## config.mk

```make
export PLATFORM = sky130hd
export DESIGN_NAME = psp_mem_arbiter_flat
export DESIGN_NICKNAME = d
export VERILOG_FILES = /design/src/rtl/psp_pkg.sv /design/src/rtl/psp_mem_arbiter_if.sv /design/src/rtl/psp_arb_watchdog.sv /design/src/rtl/psp_mem_arbiter.sv /design/src/flat_wrapper.sv
export SDC_FILE = /design/constraint.sdc
export NUM_CORES = 1
export LEC_CHECK = 0
export ABC_AREA = 1
export CAP_MARGIN = 25
export CORE_MARGIN = 5
export CORE_UTILIZATION = 32
export DETAILED_ROUTE_END_ITERATION = 7
export PLACE_DENSITY = 0.72
export SYNTH_ARGS = -nofsm -noshare
export SYNTH_HDL_FRONTEND = slang
export SYNTH_HIERARCHICAL = 1
export SYNTH_SLANG_ARGS = --single-unit
```

## constraint.sdc

```tcl
create_clock -name clk -period 5.95 [get_ports clk]
set_input_delay 1.19 -clock clk [delete_from_list [all_inputs] [get_ports clk]]
set_output_delay 1.19 -clock clk [all_outputs]
set_load 0.02 [all_outputs]
```

## src/rtl/psp_pkg.sv

```systemverilog
// Shared types and widths for the PSP two-port memory arbiter.
package psp_pkg;

  localparam int unsigned ADDR_W = 32;
  localparam int unsigned DATA_W = 32;
  localparam int unsigned MASK_W = 4;

  typedef enum logic [1:0] {
    IDLE,
    GRANT_I,
    GRANT_D
  } arb_state_t;

  typedef enum logic {
    PORT_I,
    PORT_D
  } arb_port_t;

  // Request as presented on the shared backing port
  typedef struct packed {
    logic              read;
    logic              write;
    logic [ADDR_W-1:0] addr;
    logic [DATA_W-1:0] wdata;
    logic [MASK_W-1:0] wmask;
  } mem_req_t;

endpackage

```

## src/rtl/psp_mem_arbiter_if.sv

```systemverilog
// Memory request/response port: master issues requests, slave answers them.
interface psp_mem_arbiter_if;

  logic                      read;
  logic                      write;
  logic [psp_pkg::ADDR_W-1:0] addr;
  logic [psp_pkg::DATA_W-1:0] wdata;
  logic [psp_pkg::MASK_W-1:0] wmask;
  logic [psp_pkg::DATA_W-1:0] rdata;
  logic                      resp;

  modport master (
    output read, write, addr, wdata, wmask,
    input  rdata, resp
  );

  modport slave (
    input  read, write, addr, wdata, wmask,
    output rdata, resp
  );

endinterface

```

## src/rtl/psp_arb_watchdog.sv

```systemverilog
// Counts cycles a granted transaction has been waiting; flags expiry at TIMEOUT-1.
module psp_arb_watchdog #(
  parameter int unsigned TIMEOUT = 1024
) (
  input  logic clk,
  input  logic reset,
  input  logic clear,
  input  logic enable,
  output logic expired
);

  localparam int unsigned CNT_W = ($clog2(TIMEOUT) > 16) ? $clog2(TIMEOUT) : 16;
  localparam logic [CNT_W-1:0] LIMIT = CNT_W'(TIMEOUT - 1);

  logic [CNT_W-1:0] count;

  // Clear on grant, count while granted, saturate at the limit so expiry holds
  always_ff @(posedge clk or posedge reset) begin
    if (reset) begin
      count <= '0;
    end else if (clear) begin
      count <= '0;
    end else if (enable && (count != LIMIT)) begin
      count <= count + CNT_W'(1);
    end
  end

  assign expired = enable && (count == LIMIT);

endmodule

```

## src/rtl/psp_mem_arbiter.sv

```systemverilog
// Shares one backing memory port between instruction fetch (imem) and load/store (dmem).
// Optional build macro: PSP_ARB_RR_EN selects round-robin tie-break instead of fixed dmem priority.
module psp_mem_arbiter
  import psp_pkg::*;
#(
  parameter int unsigned TIMEOUT = 1024
) (
  input  logic              clk,
  input  logic              reset,
  psp_mem_arbiter_if.slave  imem,
  psp_mem_arbiter_if.slave  dmem,
  psp_mem_arbiter_if.master mem,
  output logic              err
);

  arb_state_t state_q, state_d;
  mem_req_t   req_q, req_d;
  logic       err_q, err_d;
  logic       want_i, want_d, pick_d;
  logic       wd_clear, wd_expired;
`ifdef PSP_ARB_RR_EN
  arb_port_t  last_q, last_d;
`endif

  // imem is read-only; its write-side signals carry no meaning here
  logic unused_imem;
  assign unused_imem = ^{imem.write, imem.wdata, imem.wmask};

  psp_arb_watchdog #(.TIMEOUT(TIMEOUT)) u_watchdog (
    .clk    (clk),
    .reset  (reset),
    .clear  (wd_clear),
    .enable (state_q != IDLE),
    .expired(wd_expired)
  );

  // Winner selection: dmem by default, alternate on ties when round-robin is built in
  always_comb begin
    want_i = imem.read;
    want_d = dmem.read || dmem.write;
`ifdef PSP_ARB_RR_EN
    pick_d = want_d && (!want_i || (last_q == PORT_I));
`else
    pick_d = want_d;
`endif
  end

  // Next-state, backing-port request and sticky error
  always_comb begin
    state_d  = state_q;
    req_d    = req_q;
    err_d    = err_q;
    wd_clear = 1'b0;
`ifdef PSP_ARB_RR_EN
    last_d   = last_q;
`endif

    if (dmem.read && dmem.write) err_d = 1'b1;

    case (state_q)
      IDLE: begin
        if (mem.resp) err_d = 1'b1;
        if (pick_d) begin
          state_d     = GRANT_D;
          req_d.read  = dmem.read && !dmem.write;
          req_d.write = dmem.write;
          req_d.addr  = dmem.addr;
          req_d.wdata = dmem.wdata;
          req_d.wmask = dmem.wmask;
          wd_clear    = 1'b1;
`ifdef PSP_ARB_RR_EN
          last_d      = PORT_D;
`endif
        end else if (want_i) begin
          state_d     = GRANT_I;
          req_d.read  = 1'b1;
          req_d.write = 1'b0;
          req_d.addr  = imem.addr;
          req_d.wdata = '0;
          req_d.wmask = '0;
          wd_clear    = 1'b1;
`ifdef PSP_ARB_RR_EN
          last_d      = PORT_I;
`endif
        end
      end
      GRANT_I, GRANT_D: begin
        if (mem.resp) begin
          state_d     = IDLE;
          req_d.read  = 1'b0;
          req_d.write = 1'b0;
        end else if (wd_expired) begin
          err_d = 1'b1;
        end
      end
      default: state_d = IDLE;
    endcase
  end

  // State and registered outputs
  always_ff @(posedge clk or posedge reset) begin
    if (reset) begin
      state_q <= IDLE;
      req_q   <= '0;
      err_q   <= 1'b0;
`ifdef PSP_ARB_RR_EN
      last_q  <= PORT_I;
`endif
    end else begin
      state_q <= state_d;
      req_q   <= req_d;
      err_q   <= err_d;
`ifdef PSP_ARB_RR_EN
      last_q  <= last_d;
`endif
    end
  end

  // Response routing: completion goes to the granted requester in the same cycle
  always_comb begin
    imem.rdata = mem.rdata;
    dmem.rdata = mem.rdata;
    imem.resp  = mem.resp && (state_q == GRANT_I);
    dmem.resp  = mem.resp && (state_q == GRANT_D);
  end

  assign mem.read  = req_q.read;
  assign mem.write = req_q.write;
  assign mem.addr  = req_q.addr;
  assign mem.wdata = req_q.wdata;
  assign mem.wmask = req_q.wmask;
  assign err       = err_q;

endmodule

```

## src/flat_wrapper.sv

```systemverilog
// flat-port wrapper written by rule: the top's interface ports become plain ports
module psp_mem_arbiter_flat import psp_pkg::*;
#(
  parameter int unsigned TIMEOUT = 1024
)
  (clk, reset, err, imem_read, imem_write, imem_addr, imem_wdata, imem_wmask, imem_rdata, imem_resp, dmem_read, dmem_write, dmem_addr, dmem_wdata, dmem_wmask, dmem_rdata, dmem_resp, mem_read, mem_write, mem_addr, mem_wdata, mem_wmask, mem_rdata, mem_resp);
  psp_mem_arbiter_if imem_i ();
  psp_mem_arbiter_if dmem_i ();
  psp_mem_arbiter_if mem_i ();
  input  logic clk;
  input  logic reset;
  output logic err;
  input wire logic [$bits(imem_i.read)-1:0] imem_read;
  input wire logic [$bits(imem_i.write)-1:0] imem_write;
  input wire logic [$bits(imem_i.addr)-1:0] imem_addr;
  input wire logic [$bits(imem_i.wdata)-1:0] imem_wdata;
  input wire logic [$bits(imem_i.wmask)-1:0] imem_wmask;
  output wire logic [$bits(imem_i.rdata)-1:0] imem_rdata;
  output wire logic [$bits(imem_i.resp)-1:0] imem_resp;
  input wire logic [$bits(dmem_i.read)-1:0] dmem_read;
  input wire logic [$bits(dmem_i.write)-1:0] dmem_write;
  input wire logic [$bits(dmem_i.addr)-1:0] dmem_addr;
  input wire logic [$bits(dmem_i.wdata)-1:0] dmem_wdata;
  input wire logic [$bits(dmem_i.wmask)-1:0] dmem_wmask;
  output wire logic [$bits(dmem_i.rdata)-1:0] dmem_rdata;
  output wire logic [$bits(dmem_i.resp)-1:0] dmem_resp;
  output wire logic [$bits(mem_i.read)-1:0] mem_read;
  output wire logic [$bits(mem_i.write)-1:0] mem_write;
  output wire logic [$bits(mem_i.addr)-1:0] mem_addr;
  output wire logic [$bits(mem_i.wdata)-1:0] mem_wdata;
  output wire logic [$bits(mem_i.wmask)-1:0] mem_wmask;
  input wire logic [$bits(mem_i.rdata)-1:0] mem_rdata;
  input wire logic [$bits(mem_i.resp)-1:0] mem_resp;
  assign imem_i.read = imem_read;
  assign imem_i.write = imem_write;
  assign imem_i.addr = imem_addr;
  assign imem_i.wdata = imem_wdata;
  assign imem_i.wmask = imem_wmask;
  assign imem_rdata = imem_i.rdata;
  assign imem_resp = imem_i.resp;
  assign dmem_i.read = dmem_read;
  assign dmem_i.write = dmem_write;
  assign dmem_i.addr = dmem_addr;
  assign dmem_i.wdata = dmem_wdata;
  assign dmem_i.wmask = dmem_wmask;
  assign dmem_rdata = dmem_i.rdata;
  assign dmem_resp = dmem_i.resp;
  assign mem_read = mem_i.read;
  assign mem_write = mem_i.write;
  assign mem_addr = mem_i.addr;
  assign mem_wdata = mem_i.wdata;
  assign mem_wmask = mem_i.wmask;
  assign mem_i.rdata = mem_rdata;
  assign mem_i.resp = mem_resp;
  psp_mem_arbiter #(.TIMEOUT(TIMEOUT)) u_core (.clk(clk), .reset(reset), .imem(imem_i), .dmem(dmem_i), .mem(mem_i), .err(err));
endmodule
```

-- Word-level counts from Yosys, hierarchy flattened
Index checks and enable logic that the tools add are counted.
W data, S select, Z words.
- $add $sub $neg: 1
- mux-type cells: 17
- eq/ne operators: 6
- reductions and logical operators: 17
- operators by type and width (cell ; number):
    $mux W70 ; 2
    $mux W16 ; 2
    $add A16 B1 Y16 const B ; 1
    $eq A16 B10 Y1 const B ; 1
    $ne A16 B10 Y1 const B ; 1
    $pmux W2 S2 ; 2
    $reduce_bool A2 Y1 ; 4
    $mux W1 ; 7
    $logic_and A1 B1 Y1 ; 6
    $mux W2 ; 3
    $reduce_and A2 Y1 ; 2
    $ne A3 B2 Y1 const B ; 1
    $reduce_and A3 Y1 ; 1
    $eq A2 B1 Y1 const B ; 1
    $eq A2 B2 Y1 const B ; 1
    $logic_not A2 Y1 ; 1
    $ne A2 B2 Y1 const B ; 1
    $pmux W1 S2 ; 1
    $reduce_or A2 Y1 ; 1
    $logic_not A1 Y1 ; 1
    $logic_or A1 B1 Y1 ; 1
- input bits: 175
- output and inout port bits: 137
- register bits: 89
- word-level logic and storage cells: 49

-- Logic depth before layout (Yosys ltp)
Gate-level depths: netlist (run 1).
- word-level depth: 5
- gate-level depth with buffers: 12
- gate-level depth less buffers: 11

-- Hierarchy
Netlist (run 1), hierarchy kept.
- modules (own cells, without submodules) (module ; sequential area each (µm²) ; instances ; cells each ; area an instance (µm²)):
    psp_mem_arbiter ; 1826.8 ; 1 ; 510 ; 3841.2
    psp_arb_watchdog ; 400.4 ; 1 ; 164 ; 1104.8

-- Least setup slack after synthesis (run 1)
No wires, ideal clock.
- kind: input port to flip-flop
- start point: in dmem_write
- end point: reg u_core.u_watchdog.count[15]
- library setup time: 0.066 ns
- path buffers: 3
- stages: 10
- arrival: 2.518 ns
- slack: 3.367 ns
- data required time: 5.884 ns
- path through: buf_2 > nor2_4 > nand2_1 > nand2_2 > inv_2 > buf_2 > inv_1 > clkbuf_1 > nand4_1 > nand2_1
- cells in the longest elaborated chain, start to end: 4
- RTL lines (element ; RTL line ; text):
    start, declared ; flat_wrapper.sv:21 ; input wire logic [$bits(dmem_i.write)-1:0] dmem_write;
    $logic_or A1 B1 Y1 (*) ; psp_mem_arbiter.sv:40 ; want_d = dmem.read || dmem.write;
    $mux W1 (*) ; psp_mem_arbiter.sv:63 ; if (pick_d) begin
    $mux W1 (*) ; psp_mem_arbiter.sv:60 ; case (state_q)
    net u_core.wd_clear ; psp_mem_arbiter.sv:20 ; logic wd_clear, wd_expired;
    $mux W16 or $reduce_bool A2 Y1 (tied branches) ; -- ;
    end signal, assigned ; psp_arb_watchdog.sv:24 ; count <= count + CNT_W'(1);
    end, declared ; psp_arb_watchdog.sv:15 ; logic [CNT_W-1:0] count;
The timed path passes the listed nets; every way through them passes the cells marked *.
A chain may end at the register's enable or synchronous reset.

-- Worst setup path after layout (run 1)
- start point: in dmem_read
- end point: reg u_core.u_watchdog.count[1]
- cells in the longest elaborated chain, start to end: 4
- RTL lines (element ; RTL line ; text):
    start, declared ; flat_wrapper.sv:20 ; input wire logic [$bits(dmem_i.read)-1:0] dmem_read;
    $logic_or A1 B1 Y1 (*) ; psp_mem_arbiter.sv:40 ;
    $mux W1 (*) ; psp_mem_arbiter.sv:63 ;
    $mux W1 (*) ; psp_mem_arbiter.sv:60 ;
    $mux W16 or $reduce_bool A2 Y1 (tied branches) ; -- ;
Every way passes the cells marked *; elsewhere a longest branch is shown, timed or not.

==> results.py, run 1 <==
metrics = {
    "floorplanning": {
        "start_util_pct": 32.5,
        "core_area_mm2": 0.0152,
        "die_w_um": 134,
        "rows": 45,
        "io_pins": 312,
        "dieArea_mm2": 0.0180,
        "die_h_um": 134,
    },
    "yosys": {
        "yosysWarningCount": 6,
        "synth_cells": 674,
        "ys_ff_latch": 89,
        "syn_nets": 854,
        "synth_xor_area_share_pct": 0.708,
        "synth_compound_area_share_pct": 4.15,
        "synth.avg_cell_area_um2": 7.34,
        "synth_top_family_by_area": "simple AND/OR/NAND/NOR gates",
        "yosysSeqAreaShare_pct": 45.0,
        "syn-cell-area_mm2": 0.00495,
        "synth_fa_ha_area_share_pct": 1.26,
        "yosys.area_share.simple_pct": 34.1,
        "synth_cell_types": 23,
        "synthMuxAreaShare_pct": 0,
    },
    "timing": {
        "hold_viol": 0,
        "tightest_slew_ps": 921,
        "clock_skew_ps": 8.60,
        "setup_violations": 0,
        "slew_headroom_pct": 38.5,
        "fmax_mhz": 262,
        "fin_crit_ps": 3820,
        "rsz0062_at_grt": "false",
        "tns_ps": 0,
        "finalCritPeriodShare_pct": 64.2,
        "drv_slew": 0,
    },
    "detailed_routing": {
        "drt_wl_total_um": 13800,
        "route.detailed.drc": 0,
        "drtAntennaViolNets": 0,
        "routedWlPerCell_um": 14.2,
        "viasPerCell": 4.47,
        "first_pass_iters": 4,
        "drt_iter0_drc": 292,
        "via_count": 4344,
    },
    "layout": {
        "final_cell_mix": "nand2_1, clkdlybuf4s50_1, dfrtp_1",
        "nNetsFinal": 959,
        "fin_cells": 972,
        "mostFrequentLayoutCell": "nand2_1",
        "drive_gt1_share_pct": 4.59,
        "syn_to_final_growth_pct": 35.6,
        "diodes": 0,
    },
    "min_path": {
        "hp-class": "reg2reg",
    },
    "pwr": {
        "power_frac_seq_pct": 31.8,
        "p_leak_nw": 3.32,
        "p_int_mw": 1.83,
        "clockPowerShare_pct": 20.1,
        "p_switching_mw": 1.23,
        "comb_power_share_pct": 48.1,
        "p_per_area_mw_per_mm2": 457,
        "swShare_pct": 40.2,
        "max-vdd-ir-drop_v": 0.000152,
    },
    "cts": {
        "root_buffer": "clkbuf_16",
        "cts_buffers": 9,
        "postCtsSetupBuffers": 0,
        "cts_buffer_depth": 2,
        "numClockSinks": 89,
        "clkSlewWorstSetupHoldPaths_ps": 60,
        "cts_resized": 0,
        "tritoncts": "done",
        "cts_hold_buf": 0,
        "clock_latency_ps": 340,
        "htree_num_levels": 3,
    },
    "global_routing": {
        "grt_pass1_vias": 4175,
        "grt-ovfl-total": 0,
        "grt_max_degree": 69,
        "antenna_found_initial": 0,
        "grt_pass1_wl_um": 21700,
        "grt_usage_pct": 15.0,
    },
    "critical_path": {
        "critical_path.cell_chain": "clkdlybuf4s50_1 > buf_4 > nor2_4 > nand2_1 > nand2_2 > inv_2 > inv_1 > nand2_4 > clkinv_2 > nand2_1 > nand2_1",
        "reg2reg_slack_ps": 3430,
        "path_max_fanout": 37,
        "cp_common_cell": "nand2_1",
        "slowest_delay_ps": 760,
        "end_kind": "register",
        "cp-start-kind": "input pin",
        "arrival_ps": 4090,
        "cp_slowest_cell": "nor2_4",
        "critPathRequiredTime_ps": 6220,
        "path_class": "in2reg",
    },
    "outcome": {
        "status": "completed",
    },
    "place": {
        "place_congestion": 0.827,
        "portBuffers": 178,
        "hpwl_um": 9800,
        "post-place-cells": 956,
    },
    "job": {
        "drv_cap": 0,
    },
}
cells by family after synthesis:
| logic type | Yosys count |
|---|---|
| simple gates | 417 |
| buf+inv | 119 |
| flops | 89 |
| compound gates | 40 |
| fa+ha+maj | 5 |
| xor+xnor | 4 |
path summary, 6_finish.rpt:
check,startpoint,to,depth (start not counted)
worst max register to register,u_core/state_q[0],u_core/u_watchdog/count[1],9
max in group asynchronous,reset,u_core/mem.wdata[26],3
worst max-delay path,dmem_read,u_core/u_watchdog/count[1],11
min in group asynchronous,reset,u_core/mem.addr[10],2
worst min register to register,u_core/mem.wdata[20],u_core/mem.wdata[20],2
worst min-delay path,u_core/mem.wdata[20],u_core/mem.wdata[20],2
power by group through the flow:
stage	Sequential, mW	Combinational [mW]	Clock, mW
final	0.976	1.47	0.617
after global routing	1.01	1.60	0.662
after CTS	0.978	1.50	0.636
after detailed placement	0.987	1.49	0
after global placement	0.979	1.48	0
after floorplan	1.27	0.581	0
routing by layer:
layer | track usage [%] | wire (µm) | vias up
met5 | 0 | 0 | -
met1 | 20.0 | 6150 | 1947
met3 | 4.95 | 1140 | 13
met4 | 3.96 | 194 | 0
li1 | - | - | 2220
met2 | 23.5 | 6330 | 164
synth_stat cells:
| master | count | area (µm²) |
|---|---|---|
| nand2_1 | 346 | 1300 |
| inv_1 | 27 | 101 |
| nor3_1 | 2 | 10.0 |
| clkinv_2 | 2 | 10.0 |
| nand2_4 | 4 | 45.0 |
| nand4_1 | 16 | 100 |
| nor2_2 | 2 | 12.5 |
| clkbuf_1 | 7 | 26.3 |
| nand2_2 | 2 | 12.5 |
| buf_6 | 2 | 22.5 |
| xor2_1 | 3 | 26.3 |
| dfrtp_1 | 89 | 2230 |
| buf_2 | 13 | 65.1 |
| buf_4 | 67 | 503 |
| nand3_1 | 11 | 55.1 |
| a21oi_1 | 3 | 15.0 |
| nor2_1 | 31 | 116 |
| o21bai_1 | 2 | 15.0 |
| inv_2 | 1 | 3.75 |
| o21ai_0 | 35 | 175 |
| xnor2_1 | 1 | 8.76 |
| nor2_4 | 3 | 33.8 |
| ha_1 | 5 | 62.6 |
critical path, delay by kind of cell:
kind                   cells  cell delay, ps
buffers and inverters      5            1570
AND/OR/NAND/NOR            6            1300
metrics by stage:
stage	util [%]	hold WS (ps)	setup slack (ps)	power, mW	area [µm²]
2_1_floorplan	-	487	2910	1.85	4950
3_3_place_gp	42.0	452	1740	2.46	6380
3_5_place_dp	42.0	458	1760	2.48	6380
4_1_cts	44.1	474	2090	3.11	6710
5_1_grt	44.1	491	1800	3.27	6710
6_report	44.1	467	2130	3.07	6710
final cells by class:
cell class	instances	area [µm²]
clock buffers	9	225
clock inverters	7	98.8
fillers	1507	8490
inverters	30	116
multi-input cells	466	1990
flip-flops and latches	89	2230
well taps	188	235
repair buffers	183	1820
registers in the layout (all words and copies together), names as in the netlist:
name,flops
u_core/mem.addr,32
u_core/mem.wdata,32
u_core/u_watchdog/count,16
u_core/mem.wmask,4
u_core/state_q,2
u_core/err,1
u_core/mem.read,1
u_core/mem.write,1
Power figures use the tool's default switching activity.
==> inputs of run 2 (changes only) <==
clock period = 3.6 ns   (was 5.95 ns; I/O delays follow)
==> results.py, run 2 (synthesized netlist as in run 1, its figures left out) <==
metrics = {
    "timing": {
        "rsz0062_at_grt": "false",
        "finalCritPeriodShare_pct": 76.4,
        "hold_viol": 0,
        "fin_crit_ps": 2750,
        "tns_ps": 0,
        "fmax_mhz": 363,
        "tightest_slew_ps": 740,
        "clock_skew_ps": 4.75,
        "setup_violations": 0,
        "drv_slew": 0,
        "slew_headroom_pct": 50.7,
        "hold_ws_ps": 470,
    },
    "cts": {
        "postCtsSetupBuffers": 0,
        "numClockSinks": 89,
        "cts_buffer_depth": 2,
        "cts_buffers": 9,
        "clkSlewWorstSetupHoldPaths_ps": 60,
        "clock_latency_ps": 340,
        "htree_num_levels": 3,
        "cts_hold_buf": 0,
        "tritoncts": "done",
        "cts_resized": 0,
        "root_buffer": "clkbuf_16",
    },
    "layout": {
        "mostFrequentLayoutCell": "nand2_1",
        "syn_to_final_growth_pct": 35.7,
        "drive_gt1_share_pct": 4.58,
        "fillers": 1506,
        "nNetsFinal": 961,
        "fin_cells": 974,
        "final_cell_mix": "nand2_1, clkdlybuf4s50_1, dfrtp_1",
        "diodes": 0,
    },
    "critical_path": {
        "arrival_ps": 2030,
        "end_kind": "output pin",
        "crit_buf_inv": 3,
        "cp-start-kind": "input pin",
        "critPathRequiredTime_ps": 2880,
        "reg2reg_slack_ps": 1760,
        "path_class": "in2out",
        "cp_common_cell": "clkdlybuf4s50_1",
        "critical_path.cell_chain": "clkdlybuf4s50_1 > nand2_1 > inv_1 > clkdlybuf4s50_1",
        "cp_top_family": "buffers and inverters",
        "cp_slowest_cell": "clkdlybuf4s50_1",
        "slowest_delay_ps": 600,
        "path_max_fanout": 5,
    },
    "floorplanning": {
        "io_pins": 312,
        "die_h_um": 134,
        "dieArea_mm2": 0.0180,
        "die_w_um": 134,
        "core_area_mm2": 0.0152,
        "start_util_pct": 32.5,
        "rows": 45,
    },
    "job": {
        "drv_cap": 0,
    },
    "detailed_routing": {
        "routedWlPerCell_um": 14.4,
        "via_count": 4379,
        "drt_wl_total_um": 14000,
        "drtAntennaViolNets": 0,
        "viasPerCell": 4.50,
        "first_pass_iters": 4,
        "route.detailed.drc": 0,
        "drt_iter0_drc": 269,
    },
    "global_routing": {
        "grt_usage_pct": 15.3,
        "grt_pass1_vias": 4189,
        "grt_pass1_wl_um": 22100,
        "antenna_found_initial": 0,
        "grt-ovfl-total": 0,
        "grt_max_degree": 69,
    },
    "place": {
        "hpwl_um": 10100,
        "place_congestion": 0.787,
        "post-place-cells": 958,
        "portBuffers": 178,
    },
    "pwr": {
        "p_int_mw": 2.98,
        "power_frac_seq_pct": 32.4,
        "p_leak_nw": 3.32,
        "swShare_pct": 40.3,
        "max-vdd-ir-drop_v": 0.000269,
        "comb_power_share_pct": 48.8,
        "p_per_area_mw_per_mm2": 745,
        "p_switching_mw": 2.02,
        "clockPowerShare_pct": 18.8,
    },
    "outcome": {
        "status": "completed",
    },
    "min_path": {
        "hp-class": "reg2reg",
    },
}
run 2: changes by cell type in the layout (fill, tap and decap cells not counted):
| cell | before | now |
|---|---|---|
| inv_6 | 3 | 1 |
| buf_4 | 5 | 6 |
| bufinv_16 | 2 | 1 |
| clkbuf_8 | 0 | 1 |
| buf_12 | 0 | 1 |
| clkbuf_1 | 0 | 2 |
run 2: path summary, 6_finish.rpt:
kind | startpoint | to | depth (start not counted)
worst max-delay path | mem_resp | imem_resp | 4
worst min-delay path | u_core/mem.wdata[7] | u_core/mem.wdata[7] | 2
worst max register to register | u_core/state_q[0] | u_core/u_watchdog/count[11] | 7
worst min register to register | u_core/mem.wdata[7] | u_core/mem.wdata[7] | 2
max in group asynchronous | reset | u_core/mem.wdata[10] | 3
min in group asynchronous | reset | u_core/mem.addr[6] | 2
run 2: power by group through the flow:
stage	clock network, mW	registers [mW]	logic (mW)
finish	0.939	1.62	2.44
global route	1.02	1.68	2.66
CTS	0.969	1.62	2.49
detailed placement	0	1.64	2.48
global placement	0	1.61	2.46
floorplan	0	2.10	0.961
run 2: layout make-up:
class | instances | area, µm² | share of cell area (%)
sequential | 89 | 2230 | 33.2
tap | 188 | 235 | 3.51
multi-input combinational | 466 | 1990 | 29.6
clock buffer | 12 | 246 | 3.67
clock inverter | 4 | 51.3 | 0.764
inverter | 30 | 116 | 1.73
timing repair buffer | 185 | 1850 | 27.5
run 2: metal layers:
metal  routed length, µm  global-route usage [%]  vias to the layer above
met4                 268                    5.83                        0
met2                6400                    24.5                      161
met1                6300                    19.8                     1972
met5                   0                       0                        -
met3                1030                    4.13                       19
li1                    -                       -                     2227
run 2: tightest hold or removal path, stage by stage, from the launching register on:
cell	delay, ps
dfrtp_1	340
nand2_1	50
nand2_1	50
run 2: through the flow:
step / worst slack [ps] / power (mW) / cell area (µm²) / util, %
after floorplan: 1030 / 3.06 / 4950 / -
after global placement: 863 / 4.07 / 6410 / 42.2
after detailed placement: 852 / 4.12 / 6410 / 42.2
after CTS: 843 / 5.09 / 6710 / 44.1
after global routing: 763 / 5.35 / 6710 / 44.1
final: 849 / 5.00 / 6710 / 44.1
==> inputs of run 3 (changes only) <==
clock period = 2.6 ns   (was 3.6 ns; I/O delays follow)
==> results.py, run 3 (synthesized netlist as in run 1, its figures left out) <==
metrics = {
    "detailed_routing": {
        "drt_iter0_drc": 321,
        "drt_wl_total_um": 14100,
        "dr_wl_met3_um": 1150,
        "drtAntennaViolNets": 0,
        "route.detailed.drc": 0,
        "met2WireLength_um": 6680,
        "first_pass_iters": 4,
        "routedWlPerCell_um": 14.5,
        "wirelength_met1_um": 6210,
        "viasPerCell": 4.47,
        "maxUsedRoutingLayer": "met4",
        "via_count": 4370,
    },
    "floorplanning": {
        "start_util_pct": 32.5,
        "rows": 45,
        "die_w_um": 134,
        "die_h_um": 134,
        "io_pins": 312,
        "dieArea_mm2": 0.0180,
        "core_area_mm2": 0.0152,
    },
    "critical_path": {
        "reg2reg_depth": 7,
        "cp-start-kind": "input pin",
        "path_class": "in2out",
        "end_kind": "output pin",
        "r2r-end": "u_core/u_watchdog/count[11]",
        "reg2reg_slack_ps": 740,
        "cp-startpoint": "mem_resp",
        "critPathRequiredTime_ps": 2080,
        "rr_startpoint": "u_core/state_q[0]",
        "arrival_ps": 1800,
        "path_max_fanout": 5,
    },
    "timing": {
        "layout_setup_ws_ps": 276,
        "fin_crit_ps": 2320,
        "hold_ws_ps": 471,
        "hold_viol": 0,
        "setup_violations": 0,
        "clock_skew_ps": 3.92,
        "fmax_mhz": 430,
        "slew_headroom_pct": 54.9,
        "tightest_slew_ps": 676,
        "drv_slew": 0,
        "tns_ps": 0,
        "finalCritPeriodShare_pct": 89.4,
        "rsz0062_at_grt": "false",
    },
    "min_path": {
        "min_path_cells": 2,
        "hold-path-endpoint": "u_core/mem.wdata[31]",
        "hp-class": "reg2reg",
        "hold_start": "u_core/mem.wdata[31]",
    },
    "outcome": {
        "status": "completed",
    },
    "cts": {
        "numClockSinks": 89,
        "clock_latency_ps": 330,
        "cts_buffer_depth": 2,
        "cts_resized": 0,
        "cts_hold_buf": 0,
        "postCtsSetupBuffers": 0,
        "root_buffer": "clkbuf_16",
        "cts_buffers": 9,
        "htree_num_levels": 3,
        "clkSlewWorstSetupHoldPaths_ps": 70,
        "tritoncts": "done",
    },
    "layout": {
        "syn_to_final_growth_pct": 37.7,
        "diodes": 0,
        "fin_area_mm2": 0.00681,
        "mostFrequentLayoutCell": "nand2_1",
        "fin_util_pct": 44.8,
        "drive_gt1_share_pct": 5.20,
        "fin_cells": 977,
        "final_cell_mix": "nand2_1, clkdlybuf4s50_1, dfrtp_1",
        "nNetsFinal": 964,
    },
    "place": {
        "post-place-cells": 961,
        "pre_cts_ws_ps": 260,
        "place_area_mm2": 0.00646,
        "portBuffers": 178,
        "place_congestion": 0.792,
        "hpwl_um": 10200,
    },
    "global_routing": {
        "grt_max_degree": 69,
        "grt_pass1_vias": 4137,
        "antenna_found_initial": 0,
        "grt_pass1_wl_um": 22100,
        "grt_usage_pct": 15.3,
        "grt-ovfl-total": 0,
    },
    "pwr": {
        "total_power_mw": 7.19,
        "max-vdd-ir-drop_v": 0.000424,
        "p_per_area_mw_per_mm2": 1060,
        "p_leak_nw": 3.37,
    },
    "job": {
        "drv_cap": 0,
    },
}
## run 3: cell types whose count changed in the layout (fill, tap and decap cells not counted), sizes merged
cell    before  now
inv         28   29
buf          7   10
clkbuf      12    9
bufinv       1    3
## run 3: per-layer routing
| metal | vias up | track usage (%) |
|---|---|---|
| met5 | - | 0 |
| met1 | 1982 | 19.5 |
| met2 | 156 | 25.2 |
| met3 | 8 | 5.25 |
| met4 | 0 | 3.39 |
| li1 | 2224 | - |
## run 3: where the power goes
group	switching [mW]	leakage, nW	internal [mW]	total [mW]
clock	0.556	0.168	0.951	1.51
sequential	0.306	1.13	1.94	2.25
combinational	1.98	2.07	1.46	3.44
## run 3: worst max path at each step
stage                     cells after the start          to
after floorplan                               1  u_core/err
after global placement                        4   imem_resp
after detailed placement                      4   imem_resp
after CTS                                     4   imem_resp
after global routing                          4   imem_resp
final                                         4   imem_resp
## run 3: layout make-up
type,count,area (µm²)
Fill cell,1493,8390
Sequential cell,89,2230
Multi-Input combinational cell,466,1990
Timing Repair Buffer,188,1890
Tap cell,188,235
Clock buffer,9,225
Clock inverter,7,126
Inverter,30,116
## run 3: worst max-delay path: stages
cell and delay [ps]:
clkdlybuf4s50_1 560, nand2_1 80, inv_1 50, clkdlybuf4s50_1 600
